## src/rtl/imem_loader.sv

```systemverilog
// Boot loader / fetch arbiter for the instruction RAM: LEN0 LEN1 DATA*4N CSUM byte stream, one-cycle registered writes.
// Optional inter-byte timeout when IMEM_LOADER_TIMEOUT_EN is defined; no rx backpressure, bytes accepted every cycle.
module imem_loader #(
  parameter int ADDR_W      = 8,
  parameter int TIMEOUT_CYC = 100000
) (
  input  logic              i_clk,
  input  logic              i_rst_n,
  input  logic              i_start,
  input  logic [7:0]        i_rx_data,
  input  logic              i_rx_valid,
  input  logic [31:0]       i_cpu_addr,
  output logic [31:0]       o_cpu_data,
  output logic [ADDR_W-1:0] o_mem_addr,
  output logic [31:0]       o_mem_wdata,
  output logic              o_mem_we,
  input  logic [31:0]       i_mem_rdata,
  output logic              o_cpu_hold,
  output logic              o_busy,
  output logic              o_done,
  output logic              o_err
);

  localparam int              DEPTH   = 2**ADDR_W;
  localparam logic [16:0]     DEPTH_W = 17'(DEPTH);

  typedef enum logic [2:0] {
    S_IDLE,
    S_LEN0,
    S_LEN1,
    S_DATA,
    S_CSUM,
    S_ERR
  } state_t;

  state_t            r_state;
  state_t            w_state_nxt;

  logic [7:0]        r_len_lo;
  logic [15:0]       r_len;
  logic [ADDR_W:0]   r_word_idx;
  logic [1:0]        r_byte_cnt;
  logic [23:0]       r_shift;
  logic [7:0]        r_acc;
  logic [ADDR_W-1:0] r_wr_addr;
  logic [31:0]       r_wdata;
  logic              r_we;
  logic              r_done;
  logic              r_err;

  logic              w_loading;
  logic              w_restart;
  logic [15:0]       w_len;
  logic              w_len_bad;
  logic              w_last_byte;
  logic              w_last_word;
  logic              w_csum_ok;
  logic              w_in_range;
  logic [ADDR_W-1:0] w_load_addr;
  logic              w_timeout;
  logic              w_unused;

  assign w_loading   = (r_state == S_LEN0) || (r_state == S_LEN1) ||
                       (r_state == S_DATA) || (r_state == S_CSUM);
  assign w_restart   = i_start && ((r_state == S_IDLE) || (r_state == S_ERR));
  assign w_len       = {i_rx_data, r_len_lo};
  assign w_len_bad   = (w_len == 16'h0) || ({1'b0, w_len} > DEPTH_W);
  assign w_last_byte = (r_byte_cnt == 2'd3);
  assign w_last_word = (16'(r_word_idx) == (r_len - 16'd1));
  assign w_csum_ok   = (i_rx_data == r_acc);
  assign w_in_range  = (i_cpu_addr[30:ADDR_W+2] == '0);
  // During the write cycle the index has already advanced, so present the captured address instead.
  assign w_load_addr = r_we ? r_wr_addr : r_word_idx[ADDR_W-1:0];
  assign w_unused    = ^{i_cpu_addr[31], i_cpu_addr[1:0], 32'(TIMEOUT_CYC)};

`ifdef IMEM_LOADER_TIMEOUT_EN
  localparam logic [31:0] TO_LAST = 32'(TIMEOUT_CYC - 1);
  logic [31:0] r_to_cnt;

  always_ff @(posedge i_clk) begin
    if (!i_rst_n) begin
      r_to_cnt <= 32'h0;
    end else if (!w_loading || i_rx_valid) begin
      r_to_cnt <= 32'h0;
    end else begin
      r_to_cnt <= r_to_cnt + 32'h1;
    end
  end

  assign w_timeout = w_loading && !i_rx_valid && (r_to_cnt == TO_LAST);
`else
  assign w_timeout = 1'b0;
`endif

  always_ff @(posedge i_clk) begin
    if (!i_rst_n) begin
      r_state <= S_IDLE;
    end else begin
      r_state <= w_state_nxt;
    end
  end

  always_comb begin
    w_state_nxt = r_state;
    o_busy      = 1'b0;
    o_cpu_hold  = 1'b0;
    o_cpu_data  = 32'h0;
    o_mem_addr  = i_cpu_addr[ADDR_W+1:2];
    case (r_state)
      S_IDLE: begin
        o_cpu_data = w_in_range ? i_mem_rdata : 32'h0;
        if (i_start) begin
          w_state_nxt = S_LEN0;
        end
      end
      S_LEN0: begin
        if (i_rx_valid) begin
          w_state_nxt = S_LEN1;
        end
      end
      S_LEN1: begin
        if (i_rx_valid) begin
          w_state_nxt = w_len_bad ? S_ERR : S_DATA;
        end
      end
      S_DATA: begin
        if (i_rx_valid && w_last_byte && w_last_word) begin
          w_state_nxt = S_CSUM;
        end
      end
      S_CSUM: begin
        if (i_rx_valid) begin
          w_state_nxt = w_csum_ok ? S_IDLE : S_ERR;
        end
      end
      S_ERR: begin
        if (i_start) begin
          w_state_nxt = S_LEN0;
        end
      end
      default: w_state_nxt = S_IDLE;
    endcase

    if (w_loading) begin
      o_busy     = 1'b1;
      o_cpu_hold = 1'b1;
      o_mem_addr = w_load_addr;
      if (w_timeout) begin
        w_state_nxt = S_ERR;
      end
    end else if (r_state == S_ERR) begin
      o_cpu_hold = 1'b1;
      o_mem_addr = w_load_addr;
    end
  end

  always_ff @(posedge i_clk) begin
    if (!i_rst_n) begin
      r_len_lo   <= 8'h0;
      r_len      <= 16'h0;
      r_word_idx <= '0;
      r_byte_cnt <= 2'd0;
      r_shift    <= 24'h0;
      r_acc      <= 8'h0;
      r_wr_addr  <= '0;
      r_wdata    <= 32'h0;
      r_we       <= 1'b0;
      r_done     <= 1'b0;
      r_err      <= 1'b0;
    end else begin
      r_we   <= 1'b0;
      r_done <= 1'b0;
      // err mirrors residency in ERR, so it holds until a restart leaves that state.
      r_err  <= (w_state_nxt == S_ERR);
      if (w_restart) begin
        r_acc      <= 8'h0;
        r_word_idx <= '0;
        r_byte_cnt <= 2'd0;
        r_shift    <= 24'h0;
      end else if (i_rx_valid) begin
        case (r_state)
          S_LEN0: r_len_lo <= i_rx_data;
          S_LEN1: r_len    <= w_len;
          S_DATA: begin
            r_acc      <= r_acc ^ i_rx_data;
            r_byte_cnt <= r_byte_cnt + 2'd1;
            if (w_last_byte) begin
              r_we       <= 1'b1;
              r_wdata    <= {i_rx_data, r_shift};
              r_wr_addr  <= r_word_idx[ADDR_W-1:0];
              r_word_idx <= r_word_idx + 1'b1;
            end else begin
              r_shift <= {i_rx_data, r_shift[23:8]};
            end
          end
          S_CSUM: begin
            if (w_csum_ok) begin
              r_done <= 1'b1;
            end
          end
          default: ;
        endcase
      end
    end
  end

  assign o_mem_we    = r_we;
  assign o_mem_wdata = r_wdata;
  assign o_done      = r_done;
  assign o_err       = r_err;

endmodule
```

## config.mk

```make
export PLATFORM = sky130hd
export DESIGN_NAME = imem_loader
export DESIGN_NICKNAME = d
export VERILOG_FILES = /design/src/rtl/imem_loader.sv
export SDC_FILE = /design/constraint.sdc
export NUM_CORES = 1
export LEC_CHECK = 0
export BUFFER_PORTS_ARGS = -buffer_cell sky130_fd_sc_hd__buf_4
export CORE_ASPECT_RATIO = 0.75
export CORE_MARGIN = 8
export CORE_UTILIZATION = 30
export CTS_CLUSTER_DIAMETER = 100
export DETAILED_ROUTE_END_ITERATION = 10
export MAX_ROUTING_LAYER = met4
export PLACE_DENSITY = 0.47
export SLEW_MARGIN = 30
export SYNTH_ARGS = -nofsm -noshare
export SYNTH_HDL_FRONTEND = slang
export SYNTH_SLANG_ARGS = --single-unit
```

## constraint.sdc

```tcl
create_clock -name i_clk -period 5.75 [get_ports i_clk]
set_input_delay 1.4375 -clock i_clk [delete_from_list [all_inputs] [get_ports i_clk]]
set_output_delay 1.4375 -clock i_clk [all_outputs]
set_load 0.02 [all_outputs]
```

==> results.yml, run 1 <==
outcome:
  status: "finished clean"
drt:
  drt_first_iter_violations: 250
  wirelength_um: 16300
  ant_nets: 0
  viasPerCell: 4.70
  dr.pass1.iters: 5
  drc: 0
  num_vias: 4901
  wl_per_cell_um: 15.7
cts:
  postCtsHoldBufs: 0
  cts_tree: "built"
  cts_buffers: 17
  cts_root_buffer: "clkbuf_16"
  insertion_delay_ps: 410
  htree_levels: 4
  cts.sinks: 113
  cts_resized: 0
  cts.path.max_buffers: 2
  postCtsSetupBuffers: 0
  path_clk_slew_ps: 50
cells_and_area:
  syn_to_final_growth_pct: 35.9
  antenna_cells: 0
  nNetsFinal: 867
  stdcell_area_mm2: 0.00717
  drive_gt1_share_pct: 24.6
  finish.utilization_pct: 41.1
power_and_ir_drop:
  power_mw: 1.99
  power_leakage_nw: 2.76
  pwr_density_cell_mw_per_mm2: 278
  vdd_drop_max_uv: 232
timing:
  period_share_pct: 77.8
  period_minus_slack_ps: 4470
  tns_ps: 0
  fin_ws_ps: 1280
  setup_viol: 0
  grt_setup_unrepaired: "no"
  maxSlewViolCount: 0
  worst_slew_pin_slew_ps: 614
  max_freq_ghz: 0.224
  fin_skew_ps: 14.7
  slew-limit-headroom_pct: 58.7
  hold_viol: 0
floorplanning:
  die_x_um: 169
  start_util_pct: 30.2
  ios: 153
  dieArea_mm2: 0.0221
  num_rows: 42
  fp.dieH_um: 131
  core_mm2: 0.0174
yosys:
  syn_inst: 663
  synth_fa_ha_area_share_pct: 0.711
  avgSynthCellArea_um2: 7.96
  synth_top_family_by_area: "simple AND/OR/NAND/NOR gates"
  netlist_top_cells_count: "nand2_1 (190), dfxtp_1 (113), a21boi_1 (50)"
  synthesis.nets: 742
  ys.flop_type: "dfxtp_1"
  synth_edf_count: 0
  synth-seq-cells: 113
  synthSimpleGateAreaFrac_pct: 27.6
  netlist_area_mm2: 0.00528
  async_reset_ff_share_pct: 0
  ys_seq_area_share_pct: 42.9
  synthTopCellsByArea: "dfxtp_1 (43%), nand2_1 (14%), a21boi_1 (7.1%)"
  synth_warnings: 0
  synth.most_common_cell: "nand2_1"
  yosys.area.top_type: "dfxtp_1"
  synth.area.mux_share_pct: 3.84
  ys_types: 49
  synth-compound-area-share_pct: 14.9
  synth_xor_area_share_pct: 5.81
  synth_top_area_share_pct: 42.9
critical_path:
  cp_max_fo: 32
  cp_common_cell: "buf_4"
  path_class: "primary input to output port"
  crit_required_ps: 4310
  cp_slowest_cell: "nor4_1"
  cp-start-kind: "primary input"
  crit_path_cell_trace: "buf_4 > nor4_1 > nand4_1 > nor3_2 > buf_4 > and2_1 > buf_4"
  setup.worst_path.end_class: "output port"
  cp.arrival_ps: 3030
  cpPeakStageDelay_ps: 560
placed_design:
  pre_cts_ws_ps: 1250
  io_buffers: 149
  dpl.hpwl_um: 12000
  place_congestion: 0.837
  placed_area_mm2: 0.00656
run:
  drv_cap: 0
global_route:
  grt.total_usage_pct: 15.1
  grt_overflow: 0
  grt_max_degree: 71
  grt_pass1_wl_um: 25700
  antenna_found_initial: 0
  grt_pass1_vias: 5025
min_path:
  worst_hold_path_type: "flip-flop to flip-flop"
[layer usage]
| metal | up-vias | track usage [%] | wire [µm] |
|---|---|---|---|
| met5 | - | - | 0 |
| met4 | 0 | 4.62 | 176 |
| met3 | 14 | 3.96 | 1100 |
| met2 | 165 | 24.0 | 7200 |
| met1 | 2272 | 18.7 | 7870 |
| li1 | 2450 | - | - |
[placed cells by master, fill, tap and decap left out, types with 7 or more instances in the layout]
master / n
a21boi_1: 50
a21oi_1: 33
and2_1: 34
buf_4: 154
clkbuf_16: 17
dfxtp_1: 113
mux2i_1: 18
nand2_1: 190
nand4_1: 7
nor2_1: 25
nor2b_1: 11
nor3_1: 7
nor4_1: 10
o21ai_0: 14
xnor2_1: 19
xor2_1: 16
[report_power, final]
part	total (mW)	internal, mW	leakage [nW]	switching (mW)
clock	1.05	0.686	0.285	0.359
combinational	0.149	0.0714	1.56	0.0780
sequential	0.799	0.790	0.911	0.00894
[stage by stage]
step	hold slack, ps	instances
after CTS	452	1040
after global placement	441	1009
final	452	1042
after detailed placement	445	1009
after global routing	464	1042
after floorplan	431	663
[critical path, delay by kind of cell]
family,cells,cell delay (ps)
AND/OR/NAND/NOR,4,1080
buffers and inverters,3,510
[sequential cells by signal, indices dropped and copies added (netlist names), 2 cells and up]
register     cells
o_mem_wdata     32
r_acc            8
r_byte_cnt       2
r_len           16
r_len_lo         8
r_shift         24
r_state          3
r_word_idx       9
r_wr_addr        8
[final cells by class]
class,count,area (µm²)
multi-input combinational,493,2820
timing repair buffer,156,1180
fill,1815,10300
clock buffer,20,447
clock inverter,11,139
inverter,7,26.3
sequential,113,2260
tap,242,303
[worst paths after layout]
check	from	to	slack (ps)	depth (start not counted)
worst min-delay path	r_wr_addr[3]	r_wr_addr[3]	450	2
worst max-delay path	i_cpu_addr[11]	o_cpu_data[14]	1280	7
worst min register to register	r_wr_addr[3]	r_wr_addr[3]	450	2
worst max register to register	r_state[0]	r_word_idx[6]	3040	7
[cell families (layout without fill, tap and decap cells)]
family | Yosys count | count (layout)
AND/OR/NAND/NOR | 316 | 316
AO/OA/AOI/OAI | 119 | 119
flip-flops | 113 | 113
buffers and inverters | 57 | 194
XOR/XNOR | 35 | 35
multiplexers | 20 | 20
adder cells (fa/ha/maj) | 3 | 3
(Power assumes the default switching activity.)
==> inputs of run 2 (changes only) <==
--- a/config.mk
+++ b/config.mk
@@ -12,7 +12,7 @@
 export CTS_CLUSTER_DIAMETER = 100
 export DETAILED_ROUTE_END_ITERATION = 10
 export MAX_ROUTING_LAYER = met4
-export PLACE_DENSITY = 0.47
+export PLACE_DENSITY = 0.49
 export SLEW_MARGIN = 30
 export SYNTH_ARGS = -nofsm -noshare
 export SYNTH_HDL_FRONTEND = slang
==> constraint.sdc (replaced) <==
create_clock -name i_clk -period 3.65 [get_ports i_clk]
set_input_delay 0.9125 -clock i_clk [delete_from_list [all_inputs] [get_ports i_clk]]
set_output_delay 0.9125 -clock i_clk [all_outputs]
set_load 0.02 [all_outputs]
==> run 2 against run 1 <==
Effect of this change: clock-buffer cell count unchanged; clock skew shrank 6.7 ps; largest power group unchanged; worst hold slack worse by 1.9 ps; via count fell by 1.4%; sequential cell count unchanged; worst setup slack got worse by 760 ps; sequential share of layout area shrank 0.22 points; critical path depth stayed put; design area up 0.72%; combinational power up 57%.
==> results.yml, run 2 (synthesized netlist as in run 1, its figures left out) <==
cells_and_area:
  largest_reg_flops: 32
  syn_to_final_growth_pct: 36.9
  stdcell_area_mm2: 0.00722
  most-common-layout-cells: "nand2_1 (190), buf_4 (156), dfxtp_1 (113)"
  mostFrequentLayoutCell: "nand2_1"
  regArea_mm2: 0.00226
  nNetsFinal: 867
  layout.filler_cells: 1752
  multi_input_area_mm2: 0.00281
  antenna_cells: 0
  finish.utilization_pct: 41.4
  final_cells: 1042
  drive_gt1_share_pct: 24.9
floorplanning:
  dieArea_mm2: 0.0221
  ios: 153
  num_rows: 42
  fp.dieH_um: 131
  core_mm2: 0.0174
  die_x_um: 169
  start_util_pct: 30.2
min_path:
  min_path_cells: 2
  min_from: "r_wr_addr[6]"
  min_to: "r_wr_addr[6]"
  worst_hold_path_type: "flip-flop to flip-flop"
cts:
  htree_levels: 4
  cts.sinks: 113
  cts_resized: 0
  insertion_delay_ps: 400
  cts.path.max_buffers: 2
  cts_root_buffer: "clkbuf_16"
  postCtsHoldBufs: 0
  postCtsSetupBuffers: 0
  cts_buffers: 17
  path_clk_slew_ps: 50
  cts_tree: "built"
timing:
  maxSlewViolCount: 0
  fin_ws_ps: 516
  period_minus_slack_ps: 3130
  worst_slew_pin_slew_ps: 928
  whs_ps: 450
  period_share_pct: 85.9
  setup_viol: 0
  hold_viol: 0
  slew-limit-headroom_pct: 38.1
  fin_skew_ps: 7.95
  grt_setup_unrepaired: "no"
  max_freq_ghz: 0.319
  tns_ps: 0
drt:
  ant_nets: 0
  wirelength_um: 16100
  viasPerCell: 4.64
  drt_first_iter_violations: 246
  drc: 0
  wl_per_cell_um: 15.5
  num_vias: 4833
  dr.pass1.iters: 4
placed_design:
  placed_area_mm2: 0.00657
  place_congestion: 0.795
  dp_cells: 1011
  io_buffers: 149
  pre_cts_ws_ps: 482
  dpl.hpwl_um: 11900
critical_path:
  reg2reg_slack_ps: 1240
  cp_max_fo: 32
  setup.worst_path.end_class: "output port"
  crit_required_ps: 2740
  cp-start-kind: "primary input"
  path_class: "primary input to output port"
  r2r_end: "r_state[0]"
  cp.arrival_ps: 2220
  timing.rr.start: "r_len[0]"
  r2r_cells: 8
global_route:
  grt_overflow: 0
  grt_pass1_wl_um: 26100
  grt_max_degree: 71
  grt.total_usage_pct: 15.3
  grt_pass1_vias: 5043
  antenna_found_initial: 0
power_and_ir_drop:
  pwr_density_cell_mw_per_mm2: 458
  vdd_drop_max_uv: 221
  power_leakage_nw: 2.80
  power_mw: 3.31
run:
  drv_cap: 0
outcome:
  status: "finished clean"
run 2: per-layer routing:
metal / routed length, µm / GRT usage, % / up-vias
met2: 6970 / 23.5 / 185
met1: 7730 / 18.7 / 2187
met4: 252 / 5.86 / 0
li1: - / - / 2443
met3: 1160 / 4.74 / 18
met5: 0 / - / -
run 2: worst max-delay path by stage:
stage | start | to | slack [ps] | cells past startpoint
after floorplan | i_cpu_addr[11] | o_cpu_data[10] | 670 | 5
after global placement | i_cpu_addr[25] | o_cpu_data[31] | 490 | 7
after detailed placement | i_cpu_addr[25] | o_cpu_data[14] | 480 | 7
after CTS | i_cpu_addr[25] | o_cpu_data[14] | 470 | 7
after global routing | r_state[0] | o_mem_addr[1] | 310 | 5
final | i_cpu_addr[12] | o_cpu_data[14] | 520 | 7
run 2: cell type report:
type	count	area share, %
Multi-Input combinational cell	493	38.9
Sequential cell	113	31.3
Timing Repair Buffer	156	16.2
Clock buffer	20	6.46
Tap cell	242	4.19
Clock inverter	11	2.55
Inverter	7	0.364
run 2: power breakdown:
| group | leakage, nW | total, mW | internal (mW) | switching, mW |
|---|---|---|---|---|
| logic | 1.57 | 0.234 | 0.112 | 0.122 |
| clock network | 0.325 | 1.82 | 1.26 | 0.563 |
| registers | 0.911 | 1.26 | 1.24 | 0.0135 |
run 2: critical path, cell delays in order:
cell	delay (ps)
buf_4	110
nor4_1	300
nand4_1	160
nor3_2	170
buf_4	260
and2_1	170
buf_4	140
==> inputs of run 3 (changes only) <==
--- a/config.mk
+++ b/config.mk
@@ -8,11 +8,11 @@
 export BUFFER_PORTS_ARGS = -buffer_cell sky130_fd_sc_hd__buf_4
 export CORE_ASPECT_RATIO = 0.75
 export CORE_MARGIN = 8
-export CORE_UTILIZATION = 30
+export CORE_UTILIZATION = 47
 export CTS_CLUSTER_DIAMETER = 100
 export DETAILED_ROUTE_END_ITERATION = 10
 export MAX_ROUTING_LAYER = met4
-export PLACE_DENSITY = 0.49
+export PLACE_DENSITY = 0.72
 export SLEW_MARGIN = 30
 export SYNTH_ARGS = -nofsm -noshare
 export SYNTH_HDL_FRONTEND = slang
==> constraint.sdc (replaced) <==
create_clock -name i_clk -period 2.5 [get_ports i_clk]
set_input_delay 0.625 -clock i_clk [delete_from_list [all_inputs] [get_ports i_clk]]
set_output_delay 0.625 -clock i_clk [all_outputs]
set_load 0.02 [all_outputs]
==> run 3 against run 2 <==
Effect of this change: the flow now finishes with violations (negative setup slack); clock-buffer cell count is 3 higher; clock skew is 2.8 ps higher; total power is 47% higher; sequential cell count stayed put; cell count is 8.0% lower; die area is 33% lower; worst hold slack hardly changed; critical endpoint is now o_cpu_data[22]; largest cell class unchanged.
==> results.yml, run 3 (synthesized netlist as in run 1, its figures left out) <==
min_path:
  worst_hold_path_type: "flip-flop to flip-flop"
  min_from: "r_wr_addr[0]"
floorplanning:
  dieArea_mm2: 0.0149
  start_util_pct: 48.2
  ios: 153
  num_rows: 33
  die_x_um: 138
  fp.dieH_um: 108
  core_mm2: 0.0109
drt:
  wl_met3_um: 1200
  wirelength_um: 16200
  drt_first_iter_violations: 304
  drc: 0
  viasPerCell: 5.29
  ant_nets: 0
  wl_met2_um: 7850
  top_layer: "met4"
  dr.pass1.iters: 5
  wl_met1_um: 6980
  wl_per_cell_um: 16.8
  num_vias: 5075
placed_design:
  dp_cells: 923
  io_buffers: 149
  placed_area_mm2: 0.00654
  dpl.hpwl_um: 11300
  place_congestion: 0.810
  pre_cts_ws_ps: 22.5
critical_path:
  timing.rr.start: "r_len[4]"
  cpPeakStageDelay_ps: 270
  startpoint: "i_cpu_addr[25]"
  cp_slowest_cell: "nor4_4"
  cp_max_fo: 8
  cp_common_cell: "buf_6"
  cp-start-kind: "primary input"
  path_class: "primary input to output port"
  setup.worst_path.end_class: "output port"
  cp.arrival_ps: 1960
  crit_path_cell_trace: "buf_4 > nor4_4 > nand2_1 > nor3_4 > buf_6 > buf_6 > and2_4 > buf_6"
  crit_required_ps: 1880
global_route:
  grt_overflow: 0
  grt.total_usage_pct: 22.5
  grt_max_degree: 41
  grt_pass1_vias: 5308
  grt_pass1_wl_um: 26500
  antenna_found_initial: 0
cts:
  postCtsHoldBufs: 0
  path_clk_slew_ps: 50
  cts_buffers: 17
  cts.sinks: 113
  insertion_delay_ps: 410
  cts_tree: "built"
  cts_root_buffer: "clkbuf_16"
  cts.path.max_buffers: 2
  htree_levels: 4
timing:
  period_share_pct: 103
  slew-limit-headroom_pct: 57.8
  fin_skew_ps: 10.7
  setup_viol: 24
  grt_setup_unrepaired: "yes"
  fin_ws_ps: -83.8
  max_freq_ghz: 0.387
  period_minus_slack_ps: 2580
  maxSlewViolCount: 0
  worst_slew_pin_slew_ps: 633
  hold_viol: 0
cells_and_area:
  largest_reg_flops: 32
  stdcell_area_mm2: 0.00755
  layout.filler_cells: 850
  drive_gt1_share_pct: 31.1
  mostFrequentLayoutCell: "nand2_1"
  finish.utilization_pct: 69.0
  nNetsFinal: 885
  regArea_mm2: 0.00227
  final_cells: 959
  antenna_cells: 0
  syn_to_final_growth_pct: 43.1
  multi_input_area_mm2: 0.00295
  most-common-layout-cells: "nand2_1 (190), buf_4 (131), dfxtp_1 (112)"
power_and_ir_drop:
  vdd_drop_max_uv: 488
  power_mw: 4.87
  pwr_density_cell_mw_per_mm2: 645
  power_leakage_nw: 2.98
outcome:
  status: "complete, but fails checks"
  violations: "negative setup slack"
run:
  drv_cap: 0
run 3: changes by cell type in the layout (fill, tap and decap cells not counted), sizes merged:
cell / change
buf: +18
clkbuf: +3
clkinv: -3
clkinvlp: +1
run 3: layout make-up:
cell class,count,area share (%)
tap,140,2.32
timing repair buffer,174,19.4
multi-input combinational,493,39.1
sequential,113,30.0
inverter,7,0.348
clock buffer,23,6.46
clock inverter,9,2.34
run 3: worst paths after layout:
check / depth (start not counted) / slack, ps / end
max: 8 / -80 / o_cpu_data[22]
max reg2reg: 6 / 250 / r_state[1]
min reg2reg: 2 / 450 / r_wr_addr[0]
min: 2 / 450 / r_wr_addr[0]
run 3: through the flow:
step / hold slack (ps) / setup TNS, ps
floorplan: 431 / 0
global placement: 441 / 0
detailed placement: 445 / 0
CTS: 452 / -727
global route: 466 / -3380
finish: 450 / -1040
run 3: critical path: cells and delay by family:
kind                   cells  cell delay, ps
buffers and inverters      4             520
AND/OR/NAND/NOR            4             820
run 3: layer usage:
layer  up-vias  global-route usage [%]
met1      2400                    25.8
met3        11                    7.41
met4         0                    6.57
li1       2490                       -
met2       174                    37.2
met5         -                       -
run 3: report_power, final:
| part | switching [mW] | internal [mW] |
|---|---|---|
| registers | 0.0132 | 1.82 |
| clock network | 0.790 | 1.87 |
| logic | 0.194 | 0.183 |
run 3: repair_timing:
action	in CTS	in global routing
pin swaps	31	11
buffers inserted	3	0
hold endpoints to repair	0	0
cloned	3	0
setup endpoints to repair	32	37
resized for setup	80	13
